==> config.mk <==
export PLATFORM = sky130hd
export DESIGN_NAME = ps2_rx_frontend_flat
export DESIGN_NICKNAME = d
export VERILOG_FILES = /design/src/rtl/ps2_rx_frontend_pkg.sv /design/src/rtl/ps2_rx_frontend_if.sv /design/src/rtl/ps2_rx_frontend_line_filter.sv /design/src/rtl/ps2_rx_frontend.sv /design/src/flat_wrapper.sv
export SDC_FILE = /design/constraint.sdc
export NUM_CORES = 1
export LEC_CHECK = 0
export BUFFER_PORTS_ARGS = -buffer_cell sky130_fd_sc_hd__buf_4
export CELL_PAD_IN_SITES_DETAIL_PLACEMENT = 1
export CELL_PAD_IN_SITES_GLOBAL_PLACEMENT = 1
export CORE_UTILIZATION = 45
export CTS_BUF_LIST = sky130_fd_sc_hd__clkbuf_16
export DETAILED_ROUTE_END_ITERATION = 8
export GPL_TIMING_DRIVEN = 1
export PLACE_DENSITY = 0.78
export SYNTH_ARGS = -nofsm -noshare
export SYNTH_HDL_FRONTEND = slang
export SYNTH_SLANG_ARGS = --single-unit
==> constraint.sdc <==
create_clock -name i_clk28 -period 2 [get_ports i_clk28]
set_clock_uncertainty 0.05 [all_clocks]
set_input_delay 0.4 -clock i_clk28 [delete_from_list [all_inputs] [get_ports i_clk28]]
set_output_delay 0.4 -clock i_clk28 [all_outputs]
set_load 0.005 [all_outputs]
==> src/rtl/ps2_rx_frontend_pkg.sv <==
// Shared constants and types for the PS/2 receive front-end.
// Prefix byte values, receiver state encoding and the frame parity helper.
package ps2_rx_frontend_pkg;

   localparam logic [7:0] PS2_PREFIX_EXT = 8'hE0;
   localparam logic [7:0] PS2_PREFIX_REL = 8'hF0;

   typedef enum logic [1:0] {
      PS2RX_IDLE   = 2'd0,
      PS2RX_DATA   = 2'd1,
      PS2RX_PARITY = 2'd2,
      PS2RX_STOP   = 2'd3
   } ps2_rx_state_t;

   // PS/2 frames carry odd parity over the eight data bits plus the parity bit.
   function automatic logic ps2_odd_parity_ok(input logic [7:0] data, input logic par);
      return ^{data, par};
   endfunction

endpackage

==> src/rtl/ps2_rx_frontend_if.sv <==
// Scan-event bus from the PS/2 receive front-end to the key translator.
// master drives the events, slave consumes them.
interface ps2_rx_frontend_if;
   logic       scan_valid;
   logic [7:0] scan_code;
   logic       scan_ext;
   logic       scan_release;
   logic       frame_err;
   logic       busy;

   modport master (
      output scan_valid,
      output scan_code,
      output scan_ext,
      output scan_release,
      output frame_err,
      output busy
   );

   modport slave (
      input scan_valid,
      input scan_code,
      input scan_ext,
      input scan_release,
      input frame_err,
      input busy
   );
endinterface

==> src/rtl/ps2_rx_frontend_line_filter.sv <==
// Pin conditioning for the PS/2 receiver: two-flop synchronisers, a
// FILTER_LEN-sample glitch filter on the clock line and a registered fall pulse.
module ps2_line_filter #(
   parameter int FILTER_LEN = 8
) (
   input  logic i_clk,
   input  logic i_rst,
   input  logic i_ps2_clk,
   input  logic i_ps2_dat,
   output logic o_dat,
   output logic o_clk_filt,
   output logic o_fall
);

   logic [1:0]            r_clk_sync;
   logic [1:0]            r_dat_sync;
   logic [FILTER_LEN-1:0] r_hist;
   logic                  r_clk_filt;
   logic                  r_fall;

   always_ff @(posedge i_clk) begin
      if (i_rst) begin
         r_clk_sync <= 2'b11;
         r_dat_sync <= 2'b11;
         r_hist     <= '1;
         r_clk_filt <= 1'b1;
         r_fall     <= 1'b0;
      end else begin
         r_clk_sync <= {r_clk_sync[0], i_ps2_clk};
         r_dat_sync <= {r_dat_sync[0], i_ps2_dat};
         r_hist     <= {r_hist[FILTER_LEN-2:0], r_clk_sync[1]};
         r_fall     <= 1'b0;
         // The filtered level only flips once the whole history window agrees.
         if (r_hist == '0) begin
            r_clk_filt <= 1'b0;
            r_fall     <= r_clk_filt;
         end else if (r_hist == '1) begin
            r_clk_filt <= 1'b1;
         end
      end
   end

   assign o_dat      = r_dat_sync[1];
   assign o_clk_filt = r_clk_filt;
   assign o_fall     = r_fall;

endmodule

==> src/rtl/ps2_rx_frontend.sv <==
// PS/2 device-to-host receiver: frame deserialiser, inter-edge timeout and
// E0/F0 prefix folding, delivering one strobed scan event per key.
//
// state  | meaning
// IDLE   | line idle, waiting for a start bit (dat=0 on a fall)
// DATA   | shifting in eight data bits, LSB first
// PARITY | capturing the odd-parity bit
// STOP   | checking the stop bit, then byte done or frame error
module ps2_rx_frontend
   import ps2_rx_frontend_pkg::*;
#(
   parameter int CLK_FREQ   = 28_000_000,
   parameter int FILTER_LEN = 8,
   parameter int TIMEOUT_US = 1000
) (
   input  logic               i_clk28,
   input  logic               i_rst,
   input  logic               i_ps2_clk_in,
   input  logic               i_ps2_dat_in,
   ps2_rx_frontend_if.master  o_scan
);

   localparam int TIMEOUT_CYC = CLK_FREQ / 1_000_000 * TIMEOUT_US;
   localparam int TMO_W       = (TIMEOUT_CYC > 2) ? $clog2(TIMEOUT_CYC) : 1;
   localparam logic [TMO_W-1:0] TMO_LAST = TMO_W'(TIMEOUT_CYC - 1);

   localparam logic [1:0] ST_IDLE   = PS2RX_IDLE;
   localparam logic [1:0] ST_DATA   = PS2RX_DATA;
   localparam logic [1:0] ST_PARITY = PS2RX_PARITY;
   localparam logic [1:0] ST_STOP   = PS2RX_STOP;

   logic             w_dat;
   logic             w_clk_filt;
   logic             w_fall_raw;
   logic             w_fall;

   logic [1:0]       r_state;
   logic [1:0]       w_state_nxt;
   logic [2:0]       r_bitcnt;
   logic [7:0]       r_shreg;
   logic             r_parity_ok;
   logic [TMO_W-1:0] r_tmo_cnt;
   logic             w_byte_done;
   logic             w_err;
   logic             w_is_ext;
   logic             w_is_rel;

   logic             r_ext_pending;
   logic             r_rel_pending;
   logic             r_scan_valid;
   logic [7:0]       r_scan_code;
   logic             r_scan_ext;
   logic             r_scan_release;
   logic             r_frame_err;
   logic             r_busy;

   ps2_line_filter #(
      .FILTER_LEN (FILTER_LEN)
   ) u_line_filter (
      .i_clk      (i_clk28),
      .i_rst      (i_rst),
      .i_ps2_clk  (i_ps2_clk_in),
      .i_ps2_dat  (i_ps2_dat_in),
      .o_dat      (w_dat),
      .o_clk_filt (w_clk_filt),
      .o_fall     (w_fall_raw)
   );

   assign w_fall   = w_fall_raw & ~w_clk_filt;
   assign w_is_ext = (r_shreg == PS2_PREFIX_EXT);
   assign w_is_rel = (r_shreg == PS2_PREFIX_REL);

   // A fall in the expiry cycle takes priority, so a late-but-valid edge is not an error.
   always_comb begin
      w_state_nxt = r_state;
      w_byte_done = 1'b0;
      w_err       = 1'b0;
      if (w_fall) begin
         case (r_state)
            ST_IDLE: begin
               if (!w_dat) w_state_nxt = ST_DATA;
               else        w_err       = 1'b1;
            end
            ST_DATA: begin
               if (r_bitcnt == 3'd7) w_state_nxt = ST_PARITY;
            end
            ST_PARITY: begin
               w_state_nxt = ST_STOP;
            end
            default: begin
               w_state_nxt = ST_IDLE;
               if (w_dat && r_parity_ok) w_byte_done = 1'b1;
               else                      w_err       = 1'b1;
            end
         endcase
      end else if (r_state != ST_IDLE && r_tmo_cnt == TMO_LAST) begin
         w_state_nxt = ST_IDLE;
         w_err       = 1'b1;
      end
   end

   always_ff @(posedge i_clk28) begin
      if (i_rst) begin
         r_state     <= ST_IDLE;
         r_busy      <= 1'b0;
         r_bitcnt    <= 3'd0;
         r_shreg     <= 8'h00;
         r_parity_ok <= 1'b0;
         r_tmo_cnt   <= '0;
      end else begin
         r_state <= w_state_nxt;
         r_busy  <= (w_state_nxt != ST_IDLE);
         if (w_fall) begin
            case (r_state)
               ST_IDLE: r_bitcnt <= 3'd0;
               ST_DATA: begin
                  r_shreg  <= {w_dat, r_shreg[7:1]};
                  r_bitcnt <= r_bitcnt + 3'd1;
               end
               ST_PARITY: r_parity_ok <= ps2_odd_parity_ok(r_shreg, w_dat);
               default: ;
            endcase
         end
         if (w_fall || r_state == ST_IDLE) r_tmo_cnt <= '0;
         else if (r_tmo_cnt != TMO_LAST)   r_tmo_cnt <= r_tmo_cnt + TMO_W'(1);
      end
   end

   always_ff @(posedge i_clk28) begin
      if (i_rst) begin
         r_ext_pending  <= 1'b0;
         r_rel_pending  <= 1'b0;
         r_scan_valid   <= 1'b0;
         r_scan_code    <= 8'h00;
         r_scan_ext     <= 1'b0;
         r_scan_release <= 1'b0;
         r_frame_err    <= 1'b0;
      end else begin
         r_frame_err  <= w_err;
         r_scan_valid <= w_byte_done & ~w_is_ext & ~w_is_rel;
         if (w_err) begin
            r_ext_pending <= 1'b0;
            r_rel_pending <= 1'b0;
         end else if (w_byte_done) begin
            if (w_is_ext) begin
               r_ext_pending <= 1'b1;
            end else if (w_is_rel) begin
               r_rel_pending <= 1'b1;
            end else begin
               r_scan_code    <= r_shreg;
               r_scan_ext     <= r_ext_pending;
               r_scan_release <= r_rel_pending;
               r_ext_pending  <= 1'b0;
               r_rel_pending  <= 1'b0;
            end
         end
      end
   end

   assign o_scan.scan_valid   = r_scan_valid;
   assign o_scan.scan_code    = r_scan_code;
   assign o_scan.scan_ext     = r_scan_ext;
   assign o_scan.scan_release = r_scan_release;
   assign o_scan.frame_err    = r_frame_err;
   assign o_scan.busy         = r_busy;

endmodule

==> src/flat_wrapper.sv <==
// flat-port wrapper written by rule: the top's interface ports become plain ports
module ps2_rx_frontend_flat import ps2_rx_frontend_pkg::*;
#(
   parameter int CLK_FREQ   = 28_000_000,
   parameter int FILTER_LEN = 8,
   parameter int TIMEOUT_US = 1000
)
  (i_clk28, i_rst, i_ps2_clk_in, i_ps2_dat_in, o_scan_scan_valid, o_scan_scan_code, o_scan_scan_ext, o_scan_scan_release, o_scan_frame_err, o_scan_busy);
  ps2_rx_frontend_if o_scan_i ();
  input  logic i_clk28;
  input  logic i_rst;
  input  logic i_ps2_clk_in;
  input  logic i_ps2_dat_in;
  output wire logic [$bits(o_scan_i.scan_valid)-1:0] o_scan_scan_valid;
  output wire logic [$bits(o_scan_i.scan_code)-1:0] o_scan_scan_code;
  output wire logic [$bits(o_scan_i.scan_ext)-1:0] o_scan_scan_ext;
  output wire logic [$bits(o_scan_i.scan_release)-1:0] o_scan_scan_release;
  output wire logic [$bits(o_scan_i.frame_err)-1:0] o_scan_frame_err;
  output wire logic [$bits(o_scan_i.busy)-1:0] o_scan_busy;
  assign o_scan_scan_valid = o_scan_i.scan_valid;
  assign o_scan_scan_code = o_scan_i.scan_code;
  assign o_scan_scan_ext = o_scan_i.scan_ext;
  assign o_scan_scan_release = o_scan_i.scan_release;
  assign o_scan_frame_err = o_scan_i.frame_err;
  assign o_scan_busy = o_scan_i.busy;
  ps2_rx_frontend #(.CLK_FREQ(CLK_FREQ), .FILTER_LEN(FILTER_LEN), .TIMEOUT_US(TIMEOUT_US)) u_core (.i_clk28(i_clk28), .i_rst(i_rst), .i_ps2_clk_in(i_ps2_clk_in), .i_ps2_dat_in(i_ps2_dat_in), .o_scan(o_scan_i));
endmodule
==> flow_metrics.py <==
metrics = {
    "setup_path": {
        "critPathRequiredTime_ns": 2.13,
        "cpPeakStageDelay_ns": 0.40,
        "critPathCaptureType": "flip-flop",
        "path_class": "flip-flop to flip-flop",
        "crit_fanout": 6,
        "critPathArrivalTime_ns": 1.95,
        "slowest_stage": "dfxtp_1",
        "r2r-start": "u_core.r_tmo_cnt[0]",
        "critPathLaunch": "u_core.r_tmo_cnt[0]",
        "start_kind": "flip-flop",
        "crit_chain": "ha_1 > and3_1 > nand4_1 > o22ai_1 > nor4_1",
    },
    "logic_synthesis": {
        "synth_area_leaders": "dfxtp_1 49%, mux2i_1 4.6%, nor2_1 4.1%",
        "ys_async_sr_fraction_pct": 0,
        "syn_avg_cell_area_sq_um": 9.372,
        "syn_nets": 262,
        "syn_area_sq_um": 2390,
        "post-synth-top-area-fraction_pct": 48.59,
        "yosys_warnings": 0,
        "synth_seq_area_share_pct": 48.59,
        "ys_types": 43,
        "yosys.area.top_type": "dfxtp_1",
        "synth_edf_count": 0,
        "synthFlopType": "dfxtp_1",
        "syn_inst": 255,
        "yosys_register_bits": 58,
    },
    "drt": {
        "routedWlPerCell_um": 14.77,
        "vias": 1841,
        "routed_via_density": 5.305,
        "ant_nets": 0,
        "drtIter0Drc": 50,
        "firstDrtPassIters": 4,
        "drc": 0,
        "drt-total-wl_um": 5124,
    },
    "cts": {
        "cts-resized-gates": 0,
        "cts_tree": "done",
        "clk_pin_slew_worst_paths_ns": 0.05,
        "clockRootBuffer": "clkbuf_16",
        "cts_max_path_buffers": 2,
        "clk_latency_ns": 0.32,
        "htree_levels": 3,
        "post_cts_buffers": 0,
        "cts_buffers": 9,
        "cts-hold-fix-buffers": 0,
        "clkSinkCount": 58,
    },
    "cells_and_area": {
        "nNetsFinal": 281,
        "final_common_cell": "dfxtp_1",
        "fin_area_sq_um": 2849,
        "fill_cells": 582,
        "drive_gt1_share_pct": 18.41,
        "antenna_cells": 0,
        "final_core_util_pct": 55.78,
        "areaGrowthSynthToFinish_pct": 19.21,
        "final_cell_mix": "58 x dfxtp_1, 26 x nor2_1, 25 x nand2_1",
    },
    "timing": {
        "finalCriticalPeriod_ns": 1.819,
        "relSlewSlack_pct": 72.20,
        "fin_tns_setup_ns": 0,
        "slew_violations": 0,
        "grt_setup_unrepaired": "false",
        "holdWs_ns": 0.2155,
        "worst_pin_slew_ns": 0.4169,
        "hold_viol": 0,
        "setup_violations": 0,
        "finalCritPeriodShare_pct": 90.94,
        "fmax_mhz": 549.8,
    },
    "die": {
        "die_area_sq_um": 5606,
        "core_sq_um": 5107,
        "ioPinCount": 17,
        "row_count": 26,
        "dieWidth_um": 74.88,
        "die_y_um": 74.88,
        "start_util_pct": 46.79,
    },
    "power_and_ir_drop": {
        "ir_worst_vdd_uv": 569.0,
        "p_leak_nw": 1.007,
        "power.density_nw_per_um2": 913.6,
        "totalPowerFinal_mw": 2.603,
    },
    "placement": {
        "dpl_cell_area_sq_um": 2576,
        "io_buffers": 16,
        "dp_hpwl_um": 3366,
        "gp_congestion": 0.7267,
    },
    "global_route": {
        "grt_pass1_wl_um": 8797,
        "grt_use_total_pct": 21.31,
        "antenna_found_initial": 0,
        "grt_overflow_total": 0,
        "grt_pass1_vias": 1853,
        "grt_max_degree": 43,
    },
    "run_status": {
        "status": "completed",
    },
    "hold_path": {
        "holdCritStartpoint": "i_ps2_dat_in",
        "hp-class": "primary input to flip-flop",
    },
    "job": {
        "drv_cap": 0,
    },
}
[metal layers]
layer / up-vias / wire length, um / global-route usage [%]
met1: 879 / 2358 / 26.54
met2: 25 / 2494 / 34.43
met5: - / 0 / 0
li1: 928 / - / -
met4: 0 / 106 / 10.06
met3: 9 / 165 / 5.622
[final timing paths]
| check | end | slack [ns] | cells past startpoint |
|---|---|---|---|
| min | u_core.u_line_filter.r_dat_sync[0] | 0.22 | 2 |
| max reg2reg | u_core.r_ext_pending | 0.18 | 5 |
| min reg2reg | u_core.u_line_filter.r_clk_sync[1] | 0.36 | 1 |
| max | u_core.r_ext_pending | 0.18 | 5 |
[critical path: cells and delay by family (launching register included)]
kind / cells / cell delay [ns]
compound gates: 1 / 0.34
simple gates: 3 / 0.69
flops: 1 / 0.40
fa+ha+maj: 1 / 0.22
[flip-flops by register name, summed over array words and instances (netlist names)]
signal,flops
u_core.r_tmo_cnt,15
u_core.o_scan.scan_code,8
u_core.r_shreg,8
u_core.u_line_filter.r_hist,8
u_core.r_bitcnt,3
u_core.r_state,2
u_core.u_line_filter.r_clk_sync,2
u_core.u_line_filter.r_dat_sync,2
u_core.o_scan.busy,1
u_core.o_scan.frame_err,1
u_core.o_scan.scan_ext,1
u_core.o_scan.scan_release,1
u_core.o_scan.scan_valid,1
u_core.r_ext_pending,1
u_core.r_parity_ok,1
u_core.r_rel_pending,1
u_core.u_line_filter.o_clk_filt,1
u_core.u_line_filter.o_fall,1
[cell type report]
class,instances,area [sq um],share of cell area [%]
sequential,58,1161,40.76
tap,70,87.58,3.074
timing repair buffer,20,162.7,5.709
clock buffer,9,225.2,7.905
multi-input combinational,180,1146,40.23
clock inverter,5,47.55,1.669
inverter,5,18.77,0.6588
[synthesized netlist by cell type (all sizes together), types with 2 or more instances]
cell and number:
or2 12, a21oi 16, or3 5, ha 3, nor3 4, nor4 6
nor3b 3, o211ai 2, nand4 7, xnor2 8, nand3b 3, and4 3
nand2 25, o21ai 9, and4bb 3, mux2i 11, a31oi 4, nand3 8
nor2b 3, nor2 26, dfxtp 58, buf 5, clkbuf 7, inv 5
xor2 5, and3 2
[per-stage QoR]
stage | setup WS, ns | cells
final | 0.1811 | 347
after global routing | 0.01874 | 347
after CTS | 0.1816 | 347
after detailed placement | 0.2041 | 333
after global placement | 0.3084 | 333
after floorplan | 0.3295 | 255
[where the power goes]
part           switching (mW)  total [mW]  internal, mW  leakage [nW]
Sequential            0.00282        1.17          1.16         0.468
Combinational          0.0175      0.0286        0.0110         0.403
Clock                   0.476        1.41         0.933         0.136
[cell families (layout without fill, tap and decap cells)]
kind of cell | after synthesis | in the layout | synth area share, %
AND/OR/NAND/NOR | 115 | 115 | 26.44
flip-flops | 58 | 58 | 48.59
AO/OA/AOI/OAI | 36 | 36 | 9.162
buffers and inverters | 17 | 39 | 3.456
XOR/XNOR | 14 | 14 | 5.707
multiplexers | 12 | 12 | 5.079
adder cells (fa/ha/maj) | 3 | 3 | 1.571
(Power assumes the default switching activity.)
